**config.mk**
```make
export PLATFORM = sky130hd
export DESIGN_NAME = klotski_move_sequencer
export DESIGN_NICKNAME = d
export VERILOG_FILES = /design/src/rtl/klotski_pkg.sv /design/src/rtl/move_fifo.sv /design/src/rtl/klotski_move_sequencer.sv
export SDC_FILE = /design/constraint.sdc
export NUM_CORES = 1
export LEC_CHECK = 0
export ABC_CLOCK_PERIOD_IN_PS = 7800
export CELL_PAD_IN_SITES_DETAIL_PLACEMENT = 1
export CELL_PAD_IN_SITES_GLOBAL_PLACEMENT = 1
export CORE_UTILIZATION = 50
export DETAILED_ROUTE_END_ITERATION = 10
export PLACE_DENSITY = 0.95
export SLEW_MARGIN = 20
export SYNTH_ARGS = -nofsm -noshare
export SYNTH_HDL_FRONTEND = slang
export SYNTH_SLANG_ARGS = --single-unit
```
**constraint.sdc**
```tcl
create_clock -name i_Clk -period 7.8 [get_ports i_Clk]
set_input_delay 1.17 -clock i_Clk [delete_from_list [all_inputs] [get_ports i_Clk]]
set_output_delay 1.17 -clock i_Clk [all_outputs]
set_load 0.02 [all_outputs]
```
**src/rtl/klotski_pkg.sv**
```systemverilog
// Shared types for the Klotski move sequencer: grid geometry, the queued move record and FSM states.
package klotski_pkg;

    localparam int GRID_W = 4;
    localparam int GRID_H = 5;
    localparam int X_W    = 2;
    localparam int Y_W    = 3;
    localparam int STEP_W = 15;

    typedef enum logic [3:0] {
        S_IDLE,
        S_TRAVEL,
        S_TRAVEL_WAIT,
        S_GRAB,
        S_MOVE_X,
        S_MOVE_X_WAIT,
        S_MOVE_Y,
        S_MOVE_Y_WAIT,
        S_RELEASE
    } state_t;

    typedef struct packed {
        logic [X_W-1:0] from_x;
        logic [Y_W-1:0] from_y;
        logic [X_W-1:0] to_x;
        logic [Y_W-1:0] to_y;
    } move_t;

    function automatic logic [2:0] abs_diff(input logic [2:0] a, input logic [2:0] b);
        return (a > b) ? (a - b) : (b - a);
    endfunction

endpackage

```
**src/rtl/move_fifo.sv**
```systemverilog
// Small move queue; a push while full is dropped, so the producer must honour !full.
module move_fifo
    import klotski_pkg::*;
#(
    parameter int DEPTH = 4
) (
    input  logic  i_Clk,
    input  logic  i_rst_n,
    input  logic  push,
    input  move_t din,
    input  logic  pop,
    output move_t dout,
    output logic  full,
    output logic  empty
);

    localparam int AW = (DEPTH > 1) ? $clog2(DEPTH) : 1;

    move_t         mem [DEPTH];
    logic [AW-1:0] wr_ptr;
    logic [AW-1:0] rd_ptr;
    logic [AW:0]   count;
    logic          do_push;
    logic          do_pop;

    assign full    = (count == (AW+1)'(DEPTH));
    assign empty   = (count == '0);
    assign do_push = push && !full;
    assign do_pop  = pop && !empty;
    assign dout    = mem[rd_ptr];

    always_ff @(posedge i_Clk or negedge i_rst_n) begin
        if (!i_rst_n) begin
            wr_ptr <= '0;
            rd_ptr <= '0;
            count  <= '0;
        end else begin
            if (do_push) wr_ptr <= wr_ptr + 1'b1;
            if (do_pop)  rd_ptr <= rd_ptr + 1'b1;
            case ({do_push, do_pop})
                2'b10:   count <= count + 1'b1;
                2'b01:   count <= count - 1'b1;
                default: count <= count;
            endcase
        end
    end

    // Storage needs no reset; the pointers define what is valid.
    always_ff @(posedge i_Clk) begin
        if (do_push) mem[wr_ptr] <= din;
    end

endmodule

```
**src/rtl/klotski_move_sequencer.sv**
```systemverilog
// Turns queued Klotski moves into travel / grab / X leg / Y leg / release commands for the step block.
//  state         | meaning
//  S_IDLE        | waiting for a queued move
//  S_TRAVEL      | head to source cell, magnet off
//  S_TRAVEL_WAIT | waiting for travel done
//  S_GRAB        | magnet on, settling
//  S_MOVE_X(_WAIT)| X leg with piece
//  S_MOVE_Y(_WAIT)| Y leg with piece
//  S_RELEASE     | magnet off, settling
module klotski_move_sequencer
    import klotski_pkg::*;
#(
    parameter int STEPS_PER_CELL = 400,
    parameter int SETTLE_CYCLES  = 5000000,
    parameter int FIFO_DEPTH     = 4
) (
    input  logic              i_Clk,
    input  logic              i_rst_n,
    input  logic              i_move_valid,
    output logic              o_move_ready,
    input  logic [X_W-1:0]    i_from_x,
    input  logic [Y_W-1:0]    i_from_y,
    input  logic [X_W-1:0]    i_to_x,
    input  logic [Y_W-1:0]    i_to_y,
    output logic              o_en,
    output logic [STEP_W-1:0] o_total_steps_x,
    output logic [STEP_W-1:0] o_total_steps_y,
    output logic              o_dir_x,
    output logic              o_dir_y,
    input  logic              i_done,
    output logic              o_magnet,
    output logic [X_W-1:0]    o_head_x,
    output logic [Y_W-1:0]    o_head_y,
    output logic              o_busy,
    output logic              o_err
);

    localparam int                CNT_W       = (SETTLE_CYCLES > 1) ? $clog2(SETTLE_CYCLES) : 1;
    localparam logic [CNT_W-1:0]  SETTLE_LOAD = CNT_W'(SETTLE_CYCLES - 1);
    localparam logic [STEP_W-1:0] SPC         = STEP_W'(STEPS_PER_CELL);

    if ((GRID_H - 1) * STEPS_PER_CELL > (2**STEP_W) - 1) begin : g_bad_steps
        $error("STEPS_PER_CELL too large for a 15-bit step count");
    end
    if (SETTLE_CYCLES < 1) begin : g_bad_settle
        $error("SETTLE_CYCLES must be at least 1");
    end
    if (FIFO_DEPTH < 2 || (FIFO_DEPTH & (FIFO_DEPTH - 1)) != 0) begin : g_bad_depth
        $error("FIFO_DEPTH must be a power of two >= 2");
    end

    state_t           state;
    move_t            mv;
    move_t            in_mv;
    move_t            fifo_dout;
    logic [CNT_W-1:0] settle_cnt;
    logic             ready_en;
    logic             fifo_full;
    logic             fifo_empty;
    logic             coords_ok;
    logic             push;
    logic             pop;
    logic [2:0]       dx_trav;
    logic [2:0]       dy_trav;
    logic [2:0]       dx_leg;
    logic [2:0]       dy_leg;

    function automatic logic [STEP_W-1:0] leg_steps(input logic [2:0] d);
        return STEP_W'(d) * SPC;
    endfunction

    assign in_mv     = '{from_x: i_from_x, from_y: i_from_y, to_x: i_to_x, to_y: i_to_y};
    assign coords_ok = (int'(i_from_x) < GRID_W) && (int'(i_to_x) < GRID_W) &&
                       (int'(i_from_y) < GRID_H) && (int'(i_to_y) < GRID_H);
    // ready stays low for the first cycle after reset release
    assign o_move_ready = ready_en && !fifo_full;
    assign push         = i_move_valid && o_move_ready && coords_ok;
    assign pop          = (state == S_IDLE) && !fifo_empty;
    assign o_busy       = (state != S_IDLE) || !fifo_empty;

    assign dx_trav = abs_diff({1'b0, mv.from_x}, {1'b0, o_head_x});
    assign dy_trav = abs_diff(mv.from_y, o_head_y);
    assign dx_leg  = abs_diff({1'b0, mv.to_x}, {1'b0, o_head_x});
    assign dy_leg  = abs_diff(mv.to_y, o_head_y);

    move_fifo #(.DEPTH(FIFO_DEPTH)) u_fifo (
        .i_Clk   (i_Clk),
        .i_rst_n (i_rst_n),
        .push    (push),
        .din     (in_mv),
        .pop     (pop),
        .dout    (fifo_dout),
        .full    (fifo_full),
        .empty   (fifo_empty)
    );

    always_ff @(posedge i_Clk or negedge i_rst_n) begin
        if (!i_rst_n) begin
            state           <= S_IDLE;
            mv              <= '0;
            settle_cnt      <= '0;
            ready_en        <= 1'b0;
            o_en            <= 1'b0;
            o_total_steps_x <= '0;
            o_total_steps_y <= '0;
            o_dir_x         <= 1'b0;
            o_dir_y         <= 1'b0;
            o_magnet        <= 1'b0;
            o_head_x        <= '0;
            o_head_y        <= '0;
            o_err           <= 1'b0;
        end else begin
            ready_en <= 1'b1;
            o_en     <= 1'b0;
            o_err    <= i_move_valid && o_move_ready && !coords_ok;
            case (state)
                S_IDLE: begin
                    if (pop) begin
                        mv    <= fifo_dout;
                        state <= S_TRAVEL;
                    end
                end
                S_TRAVEL: begin
                    if (mv.from_x == o_head_x && mv.from_y == o_head_y) begin
                        o_magnet   <= 1'b1;
                        settle_cnt <= SETTLE_LOAD;
                        state      <= S_GRAB;
                    end else begin
                        o_total_steps_x <= leg_steps(dx_trav);
                        o_total_steps_y <= leg_steps(dy_trav);
                        o_dir_x         <= (mv.from_x > o_head_x);
                        o_dir_y         <= (mv.from_y > o_head_y);
                        o_en            <= 1'b1;
                        state           <= S_TRAVEL_WAIT;
                    end
                end
                S_TRAVEL_WAIT: begin
                    if (i_done) begin
                        o_head_x   <= mv.from_x;
                        o_head_y   <= mv.from_y;
                        o_magnet   <= 1'b1;
                        settle_cnt <= SETTLE_LOAD;
                        state      <= S_GRAB;
                    end
                end
                S_GRAB: begin
                    if (settle_cnt == '0) state <= S_MOVE_X;
                    else                  settle_cnt <= settle_cnt - 1'b1;
                end
                S_MOVE_X: begin
                    if (mv.to_x == o_head_x) begin
                        state <= S_MOVE_Y;
                    end else begin
                        o_total_steps_x <= leg_steps(dx_leg);
                        o_total_steps_y <= '0;
                        o_dir_x         <= (mv.to_x > o_head_x);
                        o_dir_y         <= 1'b0;
                        o_en            <= 1'b1;
                        state           <= S_MOVE_X_WAIT;
                    end
                end
                S_MOVE_X_WAIT: begin
                    if (i_done) begin
                        o_head_x <= mv.to_x;
                        state    <= S_MOVE_Y;
                    end
                end
                S_MOVE_Y: begin
                    if (mv.to_y == o_head_y) begin
                        o_magnet   <= 1'b0;
                        settle_cnt <= SETTLE_LOAD;
                        state      <= S_RELEASE;
                    end else begin
                        o_total_steps_x <= '0;
                        o_total_steps_y <= leg_steps(dy_leg);
                        o_dir_x         <= 1'b0;
                        o_dir_y         <= (mv.to_y > o_head_y);
                        o_en            <= 1'b1;
                        state           <= S_MOVE_Y_WAIT;
                    end
                end
                S_MOVE_Y_WAIT: begin
                    if (i_done) begin
                        o_head_y   <= mv.to_y;
                        o_magnet   <= 1'b0;
                        settle_cnt <= SETTLE_LOAD;
                        state      <= S_RELEASE;
                    end
                end
                S_RELEASE: begin
                    if (settle_cnt == '0) state <= S_IDLE;
                    else                  settle_cnt <= settle_cnt - 1'b1;
                end
                default: state <= S_IDLE;
            endcase
        end
    end

endmodule
```
Word level (Yosys, flattened, before mapping)
Memories as Yosys holds them, arrays and structs flattened. A register that Yosys moved wholly into a read port is not among the register bits.
Index checks and enable logic that the tools add are counted.
- $add $sub $neg: 13
- multiply operators: 4
- divide/modulo/power cells: 0
- $lt $le $gt $ge: 8
- equal/unequal tests: 28
- shift-type cells: 0
- mux-type cells: 53
- bitwise operators: 0
- reductions and logical operators: 33
- operators with widths (cell ; number):
    23-bit two-way mux ; 4
    23-bit case mux with 4 select lines ; 1
    15-bit two-way mux ; 6
    15-bit case mux with 3 select lines ; 2
    4-bit case mux with 9 select lines ; 1
    3-bit by 5-bit multiplier with 8-bit output (second input constant) ; 4
    4-bit two-way mux ; 7
    23-bit zero test ; 1
    23-bit by 1-bit subtractor with 23-bit output (second input constant) ; 1
    2-bit inequality test (second input constant) ; 11
    3-bit two-way mux ; 6
    4-bit by 3-bit == test with 1-bit output (second input constant) ; 4
    1-bit two-way mux ; 16
    3-bit case mux with 2 select lines ; 2
    4-bit nonzero test ; 3
    2-bit by 2-bit subtractor with 3-bit output ; 4
    3-bit subtractor ; 4
    5-bit AND reduction ; 2
    1-bit logical AND ; 9
    1-bit case mux with 3 select lines ; 3
    4-bit by 2-bit == test with 1-bit output (second input constant) ; 2
    2-bit greater-than comparator ; 4
    3-bit == test ; 2
    3-bit greater-than comparator ; 2
    other kinds (25) ; 38
- bits in registers: 75
- latch bits: 0
- RAM bits: 40
- memory bits (read-only): 0
- input port bits: 14
- output and inout port bits: 42
- logic and storage cells: 155
- memories kept: 1
- memory list (name ; words ; bits a word ; read ports ; clocked after Yosys merged registers in ; write ports ; line ; text):
    u_fifo.mem ; 4 ; 10 ; 1 ; 1 ; 1 ; move_fifo.sv:19 ; move_t mem [DEPTH];

Longest topological paths before layout
- word-level depth: 8
- mapped depth: 14
- gate-level depth less buffers: 14

By module
A second synthesis with hierarchy kept.
- cell total of the unflattened synthesis: 567
- area total of the unflattened synthesis: 6204.7 sq um
- by module, submodules not included (module ; instances ; cells an instance ; area each (sq um) ; seq. area each (sq um)):
    klotski_move_sequencer ; 1 ; 477 ; 4320.4 ; 1551.5
    move_fifo ; 1 ; 90 ; 1884.3 ; 1376.3

Worst setup path after synthesis
OpenSTA, ideal clock, no wires.
- path kind: reg-to-reg
- start: register o_head_y[1]
- end: register o_total_steps_y[10]
- setup time: 0.125 ns
- data arrival time: 2.887 ns
- required time: 7.675 ns
- slack: 4.788 ns
- cell stages (with the launch flop): 14
- path buffers: 0
- period minus slack after synthesis: 3.012 ns
- cell sequence: dfrtp_1 inv_1 ha_1 nor2b_1 o21a_1 o21ai_0 mux2i_1 inv_1 ha_1 ha_1 xor2_1 nand3_1 o21ai_0 mux2_2
- longest elaborated chain between the ends: 5
- elaborated cells on any way between the ends: 19
- classes of those cells: add/sub: 4; mul: 2; order compare: 2; eq/ne: 4; mux: 5; reduce/logical: 2
- RTL lines (element ; line ; text):
    start: declaration ; klotski_move_sequencer.sv:33 ; output logic [Y_W-1:0] o_head_y,
    start signal: assignment ; klotski_move_sequencer.sv:140 ; o_head_y <= mv.from_y;
    start signal: assignment ; klotski_move_sequencer.sv:184 ; o_head_y <= mv.to_y;
    3-bit subtractor / 3-bit greater-than comparator (equally long branches) ; klotski_pkg.sv:30 ; return (a > b) ? (a - b) : (b - a);
    3-bit two-way mux ; klotski_pkg.sv:30 ;
    3-bit by 5-bit multiplier with 8-bit output ; klotski_move_sequencer.sv:69 ; return STEP_W'(d) * SPC;
    15-bit two-way mux, on equally long branches ; klotski_move_sequencer.sv:169, klotski_move_sequencer.sv:124 ;
    15-bit case mux with 3 select lines ; klotski_move_sequencer.sv:116 ; case (state)
    end signal: assignment ; klotski_move_sequencer.sv:130 ; o_total_steps_y <= leg_steps(dy_trav);
    end signal: assignment ; klotski_move_sequencer.sv:175 ; o_total_steps_y <= leg_steps(dy_leg);
    end: declaration ; klotski_move_sequencer.sv:27 ; output logic [STEP_W-1:0] o_total_steps_y,
Several ways; a longest one is shown, not always the timed one. The select of a mux whose other input is x is not followed.
A chain may end at the register's enable or synchronous reset.

Worst setup path in the final report
- start: input port i_done
- end: register settle_cnt[21]
- longest elaborated chain between the ends: 2
- RTL lines (element ; line ; text):
    start: declaration ; klotski_move_sequencer.sv:30 ; input logic i_done,
    2-bit by 1-bit inequality test with 1-bit output (no source line) ; - ;
    5-bit AND reduction (no source line) ; - ;
    end signal: assignment ; klotski_move_sequencer.sv:148 ; else settle_cnt <= settle_cnt - 1'b1;
    end signal: assignment ; klotski_move_sequencer.sv:192 ; else settle_cnt <= settle_cnt - 1'b1;
    end: declaration ; klotski_move_sequencer.sv:56 ; logic [CNT_W-1:0] settle_cnt;
Every way passes these cells.

==> impl.org <==
** Run status
- Status :: complete, but fails checks
- The checks that failed: DRC.

** Finish
- Final design instance area without fill :: 6730 sq um
- Number of cells in the finished layout apart from fillers :: 709
- Of the cells placed in the final design, the portion with a size suffix greater than 1 is 9.89%.
- The final layout contains between 600 and 700 nets.
- Cells fill 58.4% of the core in the end.
- Synth-to-layout area growth :: 12.4%
- Antenna fix cells :: 0
- Counting the fill cells in the layout gives 1203.

** Floorplanning
- Measured along the x axis, the die boundary spans 111 um.
- Initial core utilization :: 51.9%
- The die is between 100 and 150 um tall.
- In this run the core area contains 39 standard-cell rows.
- Pin placement for this block handled 56 I/O pins.
- Floorplan die area :: 12400 sq um
- In this run the standard cell core region covers 11500 sq um.

** STA
- After layout, the worst setup slack is 4450 ps.
- Based on the critical path, the design can be clocked at up to 298 MHz.
- Fin. Hold Viols :: 0
- Worst-case clock skew :: 7.55 ps
- Dividing the final minimum period by the clock period gives 43.0%.
- Setup TNS Final :: 0 ps
- Final worst hold slack :: 505 ps
- Finish-stage setup viols :: 0
- The smallest clock period supported by the final layout is computed as 3350 ps.
- Measured against its own limit, the worst slew margin works out to 32.9%.
- Final-report max-slew violation count :: 0
- Setup repair after global routing missed its margin :: no
- Transition time of the tightest slew-check pin :: 998 ps

** Synthesis
- Share of synthesized area spent on multiplexers :: 8.12%
- Yosys mapped a number of flops with a built-in enable equal to 40.
- Seq cells post-synth :: about 110
- The synthesized design spends more area on one cell type than any other, namely sky130_fd_sc_hd__dfrtp_1.
- Sorting the synthesized cells by area gives the leading types as sky130_fd_sc_hd__dfrtp_1 (29%), sky130_fd_sc_hd__edfxtp_1 (20%), sky130_fd_sc_hd__ha_1 (7.3%).
- After Yosys synthesis, XOR and XNOR cells account for 3.08% of the synthesized area.
- Post-synth cell types :: 61
- Adder-cell area share of the yosys netlist :: 10.3%
- Post-synthesis simple-gate area fraction :: 11.7%
- Share of flip-flops with an asynchronous set or reset after synthesis :: 63.3%
- Part of the Yosys area used for sequential elements :: just under 50%
- Synth Area per Inst :: 11.3 sq um
- Total of warnings raised by yosys :: 0
- Cell count after synthesis :: 530
- Post-synth top area share :: 28.9%
- The synthesized netlist devotes 11.8% of its cell area to compound gates.
- Flip-flop cell with the highest count after synthesis :: sky130_fd_sc_hd__dfrtp_1
- Synthesized cell area :: between 5000 and 6000 sq um
- By area, the combinational part of the netlist is dominated by compound AO/OA/AOI/OAI gates.

** Critical path
- STA classifies the critical path startpoint as an input port.
- Measured in cells, the most critical reg-to-reg path has a length of 6.
- Kind of cell adding the most delay to the critical path :: compound AO/OA/AOI/OAI gates
- Internal reg-to-reg setup slack :: 4510 ps
- Destination of the worst register-to-register timing path :: o_total_steps_y[7]
- The critical path runs through a total of 7 cells.
- In this design, the stage delay of the slowest critical-path cell is 600 ps.
- Critical Path Sink Type :: register
- Worst path slowest cell :: sky130_fd_sc_hd__clkdlybuf4s50_1
- Required time at the worst-slack endpoint :: 8070 ps
- Largest fanout on the critical path :: 19
- For the worst setup path, the data arrival time is around 3600 ps.
- Category of the critical setup timing path :: input port to register
- Critical path cell sequence :: clkdlybuf4s50_1 > inv_1 > a32oi_1 > nand2_1 > a2111o_1 > or4_1 > a21oi_1
- The startpoint identified for the worst register-to-register timing path is state[3].
- Buffer and inverter count on the worst path :: 2

** Routing
- After detailed routing, the number of remaining DRC violations is 16.
- Detailed routing inserted a total of 4211 vias.
- For this run, the detailed router's first-pass iteration total came to 8.
- Vias per cell :: 5.94
- Total length of routed wires :: 13.9 mm
- Number of routed nets with antenna violations :: 0
- After the first detailed-routing iteration, the DRC count stood at ~270.
- Avg WL per Cell :: between 15 and 20 um

** GRT
- Entering global routing, the biggest net connects 70 pins.
- Remaining global-route overflow :: 0
- Number of antenna violations at the first check in global routing :: 0
- The first global-routing pass estimated ~23 mm of wire.
- The number of global-route vias before repair came to 4559.
- GRT Total Usage :: 24.1%

** Pwr
- Power consumption :: about 3.3 mW
- Standby leakage power :: 2.72 nW
- Across the VDD grid, the largest voltage drop is 0.177 mV.
- Power density over the cells :: 488 nW/um^2

** Placed design
- Placed Area :: 6430 sq um
- OpenSTA, run right after detailed placement, puts the worst setup slack at ~4100 ps.
- Sum of net half-perimeters after detailed placement :: about 10 mm
- Count of placed standard cells including taps :: 693
- Routability congestion estimate :: between 0.8 and 0.9
- Port buffering added 41 buffers.

** Clock network
- The later pin in the worst-skew pair is clocked with a latency of approximately 350 ps.
- Maximum buffer depth of the clock tree :: 2
- Buffers added to address setup during post-CTS repair amount to 0.
- After clock tree synthesis, the clock-pin slew on the worst setup and hold paths is about 80 ps.
- Root buffer cell :: sky130_fd_sc_hd__clkbuf_16
- Hold Buf Count CTS :: 0
- H-Tree Level Count :: 3
- The tree built by TritonCTS fans out to ~110 sinks.
- Once the clock tree was built, the resizer swapped 0 gates to a different size.
- CTS tree :: built
- Clock buffer count from CTS :: 9

** Hold path
- The path with the worst hold slack has its endpoint at o_total_steps_x[6].
- The startpoint identified for the worst hold timing path is o_total_steps_x[6].
- Depth of the worst hold-timing path :: 1
- In this run the worst hold path is classified as register to register.

** Flow run
- Max-cap violations in this run came to 0.
-- layer usage --
layer	track usage, %	part of all wire (%)	up-vias
met1	28.8	41	2153
met4	8.83	2.4	0
met5	0	0	-
met3	4.41	3.5	24
met2	43.5	53	101
li1	-	-	1933
-- sequential cells by signal, indices dropped and copies added, names as in the netlist, 2 cells and up --
name / count
o_head_x: 2
u_fifo.count: 3
u_fifo.wr_ptr: 2
mv: 10
o_total_steps_y: 7
u_fifo.rd_ptr: 2
settle_cnt: 23
u_fifo.mem: 40
state: 4
o_total_steps_x: 7
o_head_y: 3
-- area by class of cell --
class / count / area (sq um) / share of cell area (%)
timing repair buffer: 42 / 413 / 6.14
inverter: 43 / 161 / 2.40
tap: 143 / 179 / 2.66
multi-input combinational: 356 / 2760 / 41.0
sequential: 109 / 2930 / 43.5
clock inverter: 6 / 60.1 / 0.893
clock buffer: 10 / 229 / 3.40
-- layout by cell type (no fill, tap or decap), types with 3 or more instances in the layout --
cell and count:
sky130_fd_sc_hd__clkbuf_16 9, sky130_fd_sc_hd__nand3_1 11, sky130_fd_sc_hd__a31oi_1 3, sky130_fd_sc_hd__clkdlybuf4s50_1 40, sky130_fd_sc_hd__mux4_2 10, sky130_fd_sc_hd__mux2_2 16
sky130_fd_sc_hd__nand2b_1 3, sky130_fd_sc_hd__xnor2_1 16, sky130_fd_sc_hd__a21oi_1 35, sky130_fd_sc_hd__a211oi_1 7, sky130_fd_sc_hd__nand2_1 27, sky130_fd_sc_hd__conb_1 15
sky130_fd_sc_hd__nor2b_1 5, sky130_fd_sc_hd__or3_1 8, sky130_fd_sc_hd__or4_1 5, sky130_fd_sc_hd__edfxtp_1 40, sky130_fd_sc_hd__mux2i_1 8, sky130_fd_sc_hd__xor2_1 5
sky130_fd_sc_hd__and2_1 5, sky130_fd_sc_hd__o21a_1 5, sky130_fd_sc_hd__nor3_1 6, sky130_fd_sc_hd__inv_1 42, sky130_fd_sc_hd__dfrtp_1 69, sky130_fd_sc_hd__o21ai_0 15
sky130_fd_sc_hd__fa_1 9, sky130_fd_sc_hd__o22ai_1 3, sky130_fd_sc_hd__or3_2 3, sky130_fd_sc_hd__and3_1 4, sky130_fd_sc_hd__inv_8 3, sky130_fd_sc_hd__nor4_1 4
sky130_fd_sc_hd__ha_1 35, sky130_fd_sc_hd__a22oi_1 11, sky130_fd_sc_hd__a2111oi_0 6, sky130_fd_sc_hd__nor2_1 41, sky130_fd_sc_hd__o31ai_1 3
-- how the worst max path moves through the flow --
stage | start | end
detailed placement | i_done | settle_cnt[21]
global route | o_head_y[1] | settle_cnt[4]
global placement | i_done | settle_cnt[21]
finish | i_done | settle_cnt[21]
floorplan | o_head_y[1] | o_total_steps_y[10]
CTS | state[1] | o_total_steps_y[7]
-- kinds of logic (layout without fill, tap and decap cells) --
| logic type | Yosys count | in the layout |
|---|---|---|
| AND/OR/NAND/NOR | 135 | 135 |
| flip-flops | 109 | 109 |
| AO/OA/AOI/OAI | 107 | 107 |
| buffers and inverters | 78 | 101 |
| adder cells (fa/ha/maj) | 44 | 44 |
| multiplexers | 34 | 34 |
| XOR/XNOR | 21 | 21 |
| other | 2 | 15 |
-- worst register-to-register path, cell delays in order (launching register included) --
cell,delay (ps)
sky130_fd_sc_hd__dfrtp_1,540
sky130_fd_sc_hd__nand2b_1,300
sky130_fd_sc_hd__nor3_1,800
sky130_fd_sc_hd__a22oi_1,210
sky130_fd_sc_hd__nand2_1,790
sky130_fd_sc_hd__o221ai_1,360
sky130_fd_sc_hd__o21a_1,190
-- power by group --
part	switching, mW	leakage [nW]	total, mW	internal, mW
Combinational	1.11	1.42	1.92	0.809
Clock	0.222	0.143	0.449	0.227
Sequential	0.177	1.15	0.916	0.739
Total	1.51	2.72	3.28	1.77
-- cell usage after synthesis (all sizes together), types with 2 or more instances --
master and instances:
a2111oi 6, a211o 2, a211oi 7, a21oi 36
a22oi 11, a31oi 3, a32oi 2, and2 6
and3 4, buf 23, clkbuf 12, conb 2
dfrtp 69, edfxtp 40, fa 9, ha 35
inv 42, mux2 16, mux2i 8, mux4 10
nand2 27, nand2b 3, nand3 12, nand3b 2
nand4 2, nor2 41, nor2b 5, nor3 6
nor4 5, nor4b 2, o211ai 2, o21a 5
o21ai 15, o221ai 2, o22ai 4, o31ai 3
or2 2, or3 11, or4 5, xnor2 16
xor2 5
No activity file was read; power rests on OpenSTA's default activity.
